--- src/rtl/pipe_hazard_ctrl_if.sv ---
// ID-stage decode inputs and pipeline-register outputs of the hazard controller.
// The master side drives decoded instructions; the slave side is the controller.
interface pipe_hazard_ctrl_if #(
    parameter int unsigned CNT_W = 16
);
    logic             valid_ID;
    logic [4:0]       rs1_ID;
    logic [4:0]       rs2_ID;
    logic [4:0]       rd_ID;
    logic             uses_rs1_ID;
    logic             uses_rs2_ID;
    logic             reg_write_ID;
    logic             mem_read_ID;
    logic             mem_write_ID;
    logic             branch_taken_EX;
    logic             hold;

    logic             stall_IF;
    logic             stall_ID;
    logic             flush_ID;
    logic [4:0]       rs1_EX;
    logic [4:0]       rs2_EX;
    logic [4:0]       rd_EX;
    logic             valid_EX;
    logic             reg_write_EX;
    logic             mem_read_EX;
    logic             mem_write_EX;
    logic             valid_MEM;
    logic             reg_write_MEM;
    logic             mem_read_MEM;
    logic [4:0]       rd_MEM;
    logic             valid_WB;
    logic             reg_write_WB;
    logic [4:0]       rd_WB;
    logic [CNT_W-1:0] load_use_cnt;

    modport master (
        output valid_ID, rs1_ID, rs2_ID, rd_ID, uses_rs1_ID, uses_rs2_ID,
               reg_write_ID, mem_read_ID, mem_write_ID, branch_taken_EX, hold,
        input  stall_IF, stall_ID, flush_ID, rs1_EX, rs2_EX, rd_EX,
               valid_EX, reg_write_EX, mem_read_EX, mem_write_EX,
               valid_MEM, reg_write_MEM, mem_read_MEM, rd_MEM,
               valid_WB, reg_write_WB, rd_WB, load_use_cnt
    );

    modport slave (
        input  valid_ID, rs1_ID, rs2_ID, rd_ID, uses_rs1_ID, uses_rs2_ID,
               reg_write_ID, mem_read_ID, mem_write_ID, branch_taken_EX, hold,
        output stall_IF, stall_ID, flush_ID, rs1_EX, rs2_EX, rd_EX,
               valid_EX, reg_write_EX, mem_read_EX, mem_write_EX,
               valid_MEM, reg_write_MEM, mem_read_MEM, rd_MEM,
               valid_WB, reg_write_WB, rd_WB, load_use_cnt
    );
endinterface

--- src/rtl/pipe_hazard_ctrl.sv ---
// Load-use / branch hazard controller for a 5-stage pipeline, owning the
// ID/EX, EX/MEM and MEM/WB control registers plus a saturating stall counter.
module pipe_hazard_ctrl #(
    parameter int unsigned CNT_W = 16
) (
    input logic               clk,
    input logic               rst,
    pipe_hazard_ctrl_if.slave bus
);

    typedef struct packed {
        logic       valid;
        logic       reg_write;
        logic       mem_read;
        logic       mem_write;
        logic [4:0] rs1;
        logic [4:0] rs2;
        logic [4:0] rd;
    } idex_t;

    typedef struct packed {
        logic       valid;
        logic       reg_write;
        logic       mem_read;
        logic [4:0] rd;
    } exmem_t;

    typedef struct packed {
        logic       valid;
        logic       reg_write;
        logic [4:0] rd;
    } memwb_t;

    idex_t            ex_q;
    idex_t            ex_d;
    exmem_t           mem_q;
    memwb_t           wb_q;
    logic [CNT_W-1:0] cnt_q;
    logic             load_use;
    logic             bubble;
    logic             cnt_inc;

    always_comb begin
        load_use = bus.valid_ID & ex_q.valid & ex_q.mem_read & (ex_q.rd != '0) &
                   ((bus.uses_rs1_ID & (bus.rs1_ID == ex_q.rd)) |
                    (bus.uses_rs2_ID & (bus.rs2_ID == ex_q.rd)));
    end

    // Priority: hold, then branch redirect, then load-use
    always_comb begin
        bus.stall_IF = 1'b0;
        bus.stall_ID = 1'b0;
        bus.flush_ID = 1'b0;
        if (bus.hold) begin
            bus.stall_IF = 1'b1;
            bus.stall_ID = 1'b1;
        end else if (bus.branch_taken_EX) begin
            bus.flush_ID = 1'b1;
        end else if (load_use) begin
            bus.stall_IF = 1'b1;
            bus.stall_ID = 1'b1;
        end
    end

    always_comb begin
        bubble  = bus.branch_taken_EX | load_use | ~bus.valid_ID;
        cnt_inc = ~bus.hold & ~bus.branch_taken_EX & load_use & (cnt_q != '1);
        ex_d    = '0;
        if (!bubble) begin
            ex_d.valid     = 1'b1;
            ex_d.reg_write = bus.reg_write_ID & (bus.rd_ID != '0);
            ex_d.mem_read  = bus.mem_read_ID;
            ex_d.mem_write = bus.mem_write_ID;
            ex_d.rs1       = bus.rs1_ID;
            ex_d.rs2       = bus.rs2_ID;
            ex_d.rd        = bus.rd_ID;
        end
    end

    always_ff @(posedge clk or posedge rst) begin
        if (rst) begin
            ex_q  <= '0;
            mem_q <= '0;
            wb_q  <= '0;
            cnt_q <= '0;
        end else if (!bus.hold) begin
            ex_q  <= ex_d;
            mem_q <= '{valid: ex_q.valid, reg_write: ex_q.reg_write,
                       mem_read: ex_q.mem_read, rd: ex_q.rd};
            wb_q  <= '{valid: mem_q.valid, reg_write: mem_q.reg_write, rd: mem_q.rd};
            if (cnt_inc) begin
                cnt_q <= cnt_q + 1'b1;
            end
        end
    end

    always_comb begin
        bus.valid_EX      = ex_q.valid;
        bus.reg_write_EX  = ex_q.reg_write;
        bus.mem_read_EX   = ex_q.mem_read;
        bus.mem_write_EX  = ex_q.mem_write;
        bus.rs1_EX        = ex_q.rs1;
        bus.rs2_EX        = ex_q.rs2;
        bus.rd_EX         = ex_q.rd;
        bus.valid_MEM     = mem_q.valid;
        bus.reg_write_MEM = mem_q.reg_write;
        bus.mem_read_MEM  = mem_q.mem_read;
        bus.rd_MEM        = mem_q.rd;
        bus.valid_WB      = wb_q.valid;
        bus.reg_write_WB  = wb_q.reg_write;
        bus.rd_WB         = wb_q.rd;
        bus.load_use_cnt  = cnt_q;
    end

endmodule

--- src/flat_wrapper.sv ---
// flat-port wrapper written by rule: the top's interface ports become plain ports
module pipe_hazard_ctrl_flat 
#(
    parameter int unsigned CNT_W = 16
)
  (clk, rst, bus_valid_ID, bus_rs1_ID, bus_rs2_ID, bus_rd_ID, bus_uses_rs1_ID, bus_uses_rs2_ID, bus_reg_write_ID, bus_mem_read_ID, bus_mem_write_ID, bus_branch_taken_EX, bus_hold, bus_stall_IF, bus_stall_ID, bus_flush_ID, bus_rs1_EX, bus_rs2_EX, bus_rd_EX, bus_valid_EX, bus_reg_write_EX, bus_mem_read_EX, bus_mem_write_EX, bus_valid_MEM, bus_reg_write_MEM, bus_mem_read_MEM, bus_rd_MEM, bus_valid_WB, bus_reg_write_WB, bus_rd_WB, bus_load_use_cnt);
  pipe_hazard_ctrl_if #(.CNT_W(CNT_W)) bus_i ();
  input logic clk;
  input logic rst;
  input wire logic [$bits(bus_i.valid_ID)-1:0] bus_valid_ID;
  input wire logic [$bits(bus_i.rs1_ID)-1:0] bus_rs1_ID;
  input wire logic [$bits(bus_i.rs2_ID)-1:0] bus_rs2_ID;
  input wire logic [$bits(bus_i.rd_ID)-1:0] bus_rd_ID;
  input wire logic [$bits(bus_i.uses_rs1_ID)-1:0] bus_uses_rs1_ID;
  input wire logic [$bits(bus_i.uses_rs2_ID)-1:0] bus_uses_rs2_ID;
  input wire logic [$bits(bus_i.reg_write_ID)-1:0] bus_reg_write_ID;
  input wire logic [$bits(bus_i.mem_read_ID)-1:0] bus_mem_read_ID;
  input wire logic [$bits(bus_i.mem_write_ID)-1:0] bus_mem_write_ID;
  input wire logic [$bits(bus_i.branch_taken_EX)-1:0] bus_branch_taken_EX;
  input wire logic [$bits(bus_i.hold)-1:0] bus_hold;
  output wire logic [$bits(bus_i.stall_IF)-1:0] bus_stall_IF;
  output wire logic [$bits(bus_i.stall_ID)-1:0] bus_stall_ID;
  output wire logic [$bits(bus_i.flush_ID)-1:0] bus_flush_ID;
  output wire logic [$bits(bus_i.rs1_EX)-1:0] bus_rs1_EX;
  output wire logic [$bits(bus_i.rs2_EX)-1:0] bus_rs2_EX;
  output wire logic [$bits(bus_i.rd_EX)-1:0] bus_rd_EX;
  output wire logic [$bits(bus_i.valid_EX)-1:0] bus_valid_EX;
  output wire logic [$bits(bus_i.reg_write_EX)-1:0] bus_reg_write_EX;
  output wire logic [$bits(bus_i.mem_read_EX)-1:0] bus_mem_read_EX;
  output wire logic [$bits(bus_i.mem_write_EX)-1:0] bus_mem_write_EX;
  output wire logic [$bits(bus_i.valid_MEM)-1:0] bus_valid_MEM;
  output wire logic [$bits(bus_i.reg_write_MEM)-1:0] bus_reg_write_MEM;
  output wire logic [$bits(bus_i.mem_read_MEM)-1:0] bus_mem_read_MEM;
  output wire logic [$bits(bus_i.rd_MEM)-1:0] bus_rd_MEM;
  output wire logic [$bits(bus_i.valid_WB)-1:0] bus_valid_WB;
  output wire logic [$bits(bus_i.reg_write_WB)-1:0] bus_reg_write_WB;
  output wire logic [$bits(bus_i.rd_WB)-1:0] bus_rd_WB;
  output wire logic [$bits(bus_i.load_use_cnt)-1:0] bus_load_use_cnt;
  assign bus_i.valid_ID = bus_valid_ID;
  assign bus_i.rs1_ID = bus_rs1_ID;
  assign bus_i.rs2_ID = bus_rs2_ID;
  assign bus_i.rd_ID = bus_rd_ID;
  assign bus_i.uses_rs1_ID = bus_uses_rs1_ID;
  assign bus_i.uses_rs2_ID = bus_uses_rs2_ID;
  assign bus_i.reg_write_ID = bus_reg_write_ID;
  assign bus_i.mem_read_ID = bus_mem_read_ID;
  assign bus_i.mem_write_ID = bus_mem_write_ID;
  assign bus_i.branch_taken_EX = bus_branch_taken_EX;
  assign bus_i.hold = bus_hold;
  assign bus_stall_IF = bus_i.stall_IF;
  assign bus_stall_ID = bus_i.stall_ID;
  assign bus_flush_ID = bus_i.flush_ID;
  assign bus_rs1_EX = bus_i.rs1_EX;
  assign bus_rs2_EX = bus_i.rs2_EX;
  assign bus_rd_EX = bus_i.rd_EX;
  assign bus_valid_EX = bus_i.valid_EX;
  assign bus_reg_write_EX = bus_i.reg_write_EX;
  assign bus_mem_read_EX = bus_i.mem_read_EX;
  assign bus_mem_write_EX = bus_i.mem_write_EX;
  assign bus_valid_MEM = bus_i.valid_MEM;
  assign bus_reg_write_MEM = bus_i.reg_write_MEM;
  assign bus_mem_read_MEM = bus_i.mem_read_MEM;
  assign bus_rd_MEM = bus_i.rd_MEM;
  assign bus_valid_WB = bus_i.valid_WB;
  assign bus_reg_write_WB = bus_i.reg_write_WB;
  assign bus_rd_WB = bus_i.rd_WB;
  assign bus_load_use_cnt = bus_i.load_use_cnt;
  pipe_hazard_ctrl #(.CNT_W(CNT_W)) u_core (.clk(clk), .rst(rst), .bus(bus_i));
endmodule
--- config.mk ---
export PLATFORM = sky130hd
export DESIGN_NAME = pipe_hazard_ctrl_flat
export DESIGN_NICKNAME = d
export VERILOG_FILES = /design/src/rtl/pipe_hazard_ctrl_if.sv /design/src/rtl/pipe_hazard_ctrl.sv /design/src/flat_wrapper.sv
export SDC_FILE = /design/constraint.sdc
export NUM_CORES = 1
export LEC_CHECK = 0
export CORE_MARGIN = 8
export CORE_UTILIZATION = 40
export CTS_CLUSTER_SIZE = 14
export DETAILED_ROUTE_END_ITERATION = 8
export PLACE_DENSITY_LB_ADDON = 0.3
export SYNTH_ARGS = -nofsm -noshare
export SYNTH_HDL_FRONTEND = slang
export SYNTH_SLANG_ARGS = --single-unit
--- constraint.sdc ---
create_clock -name clk -period 2 [get_ports clk]
set_input_delay 0.2 -clock clk [delete_from_list [all_inputs] [get_ports clk]]
set_output_delay 0.2 -clock clk [all_outputs]
set_load 0.02 [all_outputs]
==> results.md <==
- Max-cap viol count: 0
- CTS H-tree lvls: 2
- Fin. max-slew vios: 0
- Post-CTS Repair Setup Buffers: 0
- # hold bufs at CTS: 0
- PD cells: 632 nW/µm²
- RSZ-0062 raised after global routing: no
- 1st-iter DRT viols: 67
- Final antenna-violating net count: 0
- Crit-path cells: buf_4 -> nor3_2 -> a21oi_2 -> a41o_1 -> buf_2
- Critical path's largest stage delay: 0.45 ns
- Post-DR wirelength/cell: 16.5 µm
- YS warnings: 0
- Vias in the first global route: 1859
- Top post-synthesis cells by count: dfrtp_1 (50), xnor2_1 (22), a22o_1 (17), mux2_2 (15), nand4_1 (10)
- Leakage: 1.42 nW
- R2R setup slack: 0.17 ns
- Rows: 27
- DP Wirelength: 4.25 mm
- Layout cell share with drive strength beyond 1: 18.8%
- CP arrival: 1.66 ns
- CORE AREA: 5470 µm²
- DRT Pass-1 Iters: 4
- Initial Util: 41.3%
- Worst Tran Pin Value: 0.505 ns
- Later-pin clock latency in the skew report: 0.30 ns
- Top cell family by delay on the critical path: flip-flops
- Full die area: 8320 µm²
- Tot Pwr: 0.00210 W
- Total Wirelength: 5.64 mm
- Remaining Overflow, GRT: 0
- Syn Nets: 206
- Psw: 0.000554 W
- Register bit total from synthesis: 50
- Layout area overhead: 47.0%
- Synth top area share: 55.3%
- Number of port buffers: 77
- Ys flop type: dfrtp_1
- Mapped Area: 2260 µm²
- RePlAce Congestion: 0.823
- Worst hold path class: in2async
- Most common cell in the netlist: dfrtp_1
- Largest net degree at the start of global routing: 51
- CTS tree: built
- Height of the die: 91.2 µm
- Remaining design rule violation count: 0
- Critical Path RT: 1.80 ns
- N_diodes: 0
- Yosys cell types: 37
- Comb power frac: 18.2%
- CTS Sinks: 50
- Final Core Density: 60.7%
- Clk root buf: clkbuf_8
- Reg clk slew, reported paths: 0.09 ns
- Net count, final: 296
- Final clock skew: 0.00892 ns
- Async S/R FF share, synth: 100%
- Slowest CP cell: dfrtp_1
- Initial antenna violation count: 0
- Total GRT Usage: 13.9%
- Via count: 1772
- Minimum clock period: 1.86 ns
- Kind of critical path: reg2out
- Cell count after synthesis: 180
- Total CTS buffers: 5
- Die width: 91.2 µm
- Tcrit/Tclk final: 93.2%
- Startpoint Class: flop
- Synth area leader: dfrtp_1
- Sw frac: 26.4%
- Highest clock rate: 537 MHz
- Top cells by area, synth: dfrtp_1 (55%), xnor2_1 (8.5%), mux2_2 (7.5%)
- Share of power burned in registers: 52.0%
- Peak VDD IR: 0.394 mV
- Number of buffers and inverters on the critical path: 2
- Crit-path max FO: 4
- EDFF count, synth: 0
- Fin. Hold Viols: 0
- Final setup viols: 0
- Worst setup EP type: output port
- IO Pins: 78
- Clock Path Buffers: 2
- Clk pwr share: 29.8%
- Cell internal pwr: 0.00155 W
- Status: finished, final reports clean
- Avg Inst Size Synth: 12.6 µm²
- Max-slew headroom: 66.3%
- First-pass GRT wire length: 9.32 mm
- Sequential share of the synthesized area: 55.3%
- DR vias/cell: 5.17
==> cells in the final DEF (no fill, tap or decap), drive strengths merged, types with 2 or more instances in the layout <==
master	synthesis	final
xor2	3	3
nor4	2	2
inv	4	5
dfrtp	50	50
xnor2	22	22
nand2	9	9
mux2	16	16
clkdlybuf4s50	0	75
clkbuf	4	6
nor3	3	3
nor3b	3	3
nor2	6	6
a22o	17	17
buf	4	16
nand3	9	9
nand4	10	10
a21oi	2	2
==> cell type report <==
class / instances / area [µm²]
sequential: 50 / 1250
clock buffer: 6 / 82.6
timing repair buffer: 91 / 882
tap: 72 / 90.1
fill: 488 / 2150
clock inverter: 2 / 16.3
multi-input combinational: 118 / 987
inverter: 4 / 15.0
==> per-stage QoR <==
stage	cell area [µm²]	setup slack, ns	cells	hold slack [ns]	TNS, ns
after floorplan	2270	0.00717	180	0.329	0
after global placement	3200	-0.253	335	0.487	-5.24
after detailed placement	3200	-0.328	335	0.495	-7.00
after CTS	3300	0.0742	343	0.247	0
after global routing	3320	0.0133	343	0.276	0
final	3320	0.136	343	0.238	0
==> flip-flops by register name, summed over array words and instances (netlist names), 5 cells and up <==
name	count
u_core.bus.rd_WB	5
u_core.bus.load_use_cnt	16
u_core.bus.rs2_EX	5
u_core.bus.rs1_EX	5
u_core.bus.rd_MEM	5
u_core.bus.rd_EX	5
==> cells by family after synthesis <==
logic type	after synthesis	synth area share, %
simple gates	49	13.2
flops	50	55.3
xor+xnor	25	9.68
fa+ha+maj	1	0.553
compound gates	27	10.7
mux	16	7.96
buf+inv	12	2.60
==> worst paths after layout <==
kind                                 startpoint                       to  depth (start not counted)
max                         u_core.bus.rd_EX[4]             bus_stall_IF                          5
min                                         rst  u_core.bus.mem_read_MEM                          3
max reg2reg                 u_core.bus.rd_EX[4]  u_core.bus.reg_write_EX                          6
min reg2reg                u_core.bus.rs1_EX[1]     u_core.bus.rs1_EX[1]                          1
max in group asynchronous                   rst     u_core.bus.rs2_EX[4]                          3
min in group clk                bus_mem_read_ID   u_core.bus.mem_read_EX                          2
==> power groups by stage <==
| stage | logic, W | clock network [W] | registers [W] |
|---|---|---|---|
| 2_1_floorplan | 0.000121 | 0 | 0.00117 |
| 3_3_place_gp | 0.000384 | 0 | 0.00111 |
| 3_5_place_dp | 0.000387 | 0 | 0.00111 |
| 4_1_cts | 0.000388 | 0.000659 | 0.00109 |
| 5_1_grt | 0.000409 | 0.000691 | 0.00110 |
| 6_report | 0.000382 | 0.000627 | 0.00109 |
==> repair_timing <==
action                                  4_1_cts  5_1_grt
pin swaps                                     1        0
endpoints found under the setup margin       21        7
resized for setup                            10        4
hold endpoints to repair                      0        0
==> layer usage <==
metal / global-route usage [%] / up-vias / wire length, µm
li1: - / 840 / -
met1: 17.3 / 876 / 2600
met2: 21.8 / 51 / 2620
met3: 4.28 / 5 / 344
met4: 6.00 / 0 / 84
met5: 0 / - / 0
==> worst min-delay path, cell delays in order <==
cell and delay (ns):
clkdlybuf4s50_1 0.41, inv_2 0.07, buf_12 0.25
(Power assumes the default switching activity.)
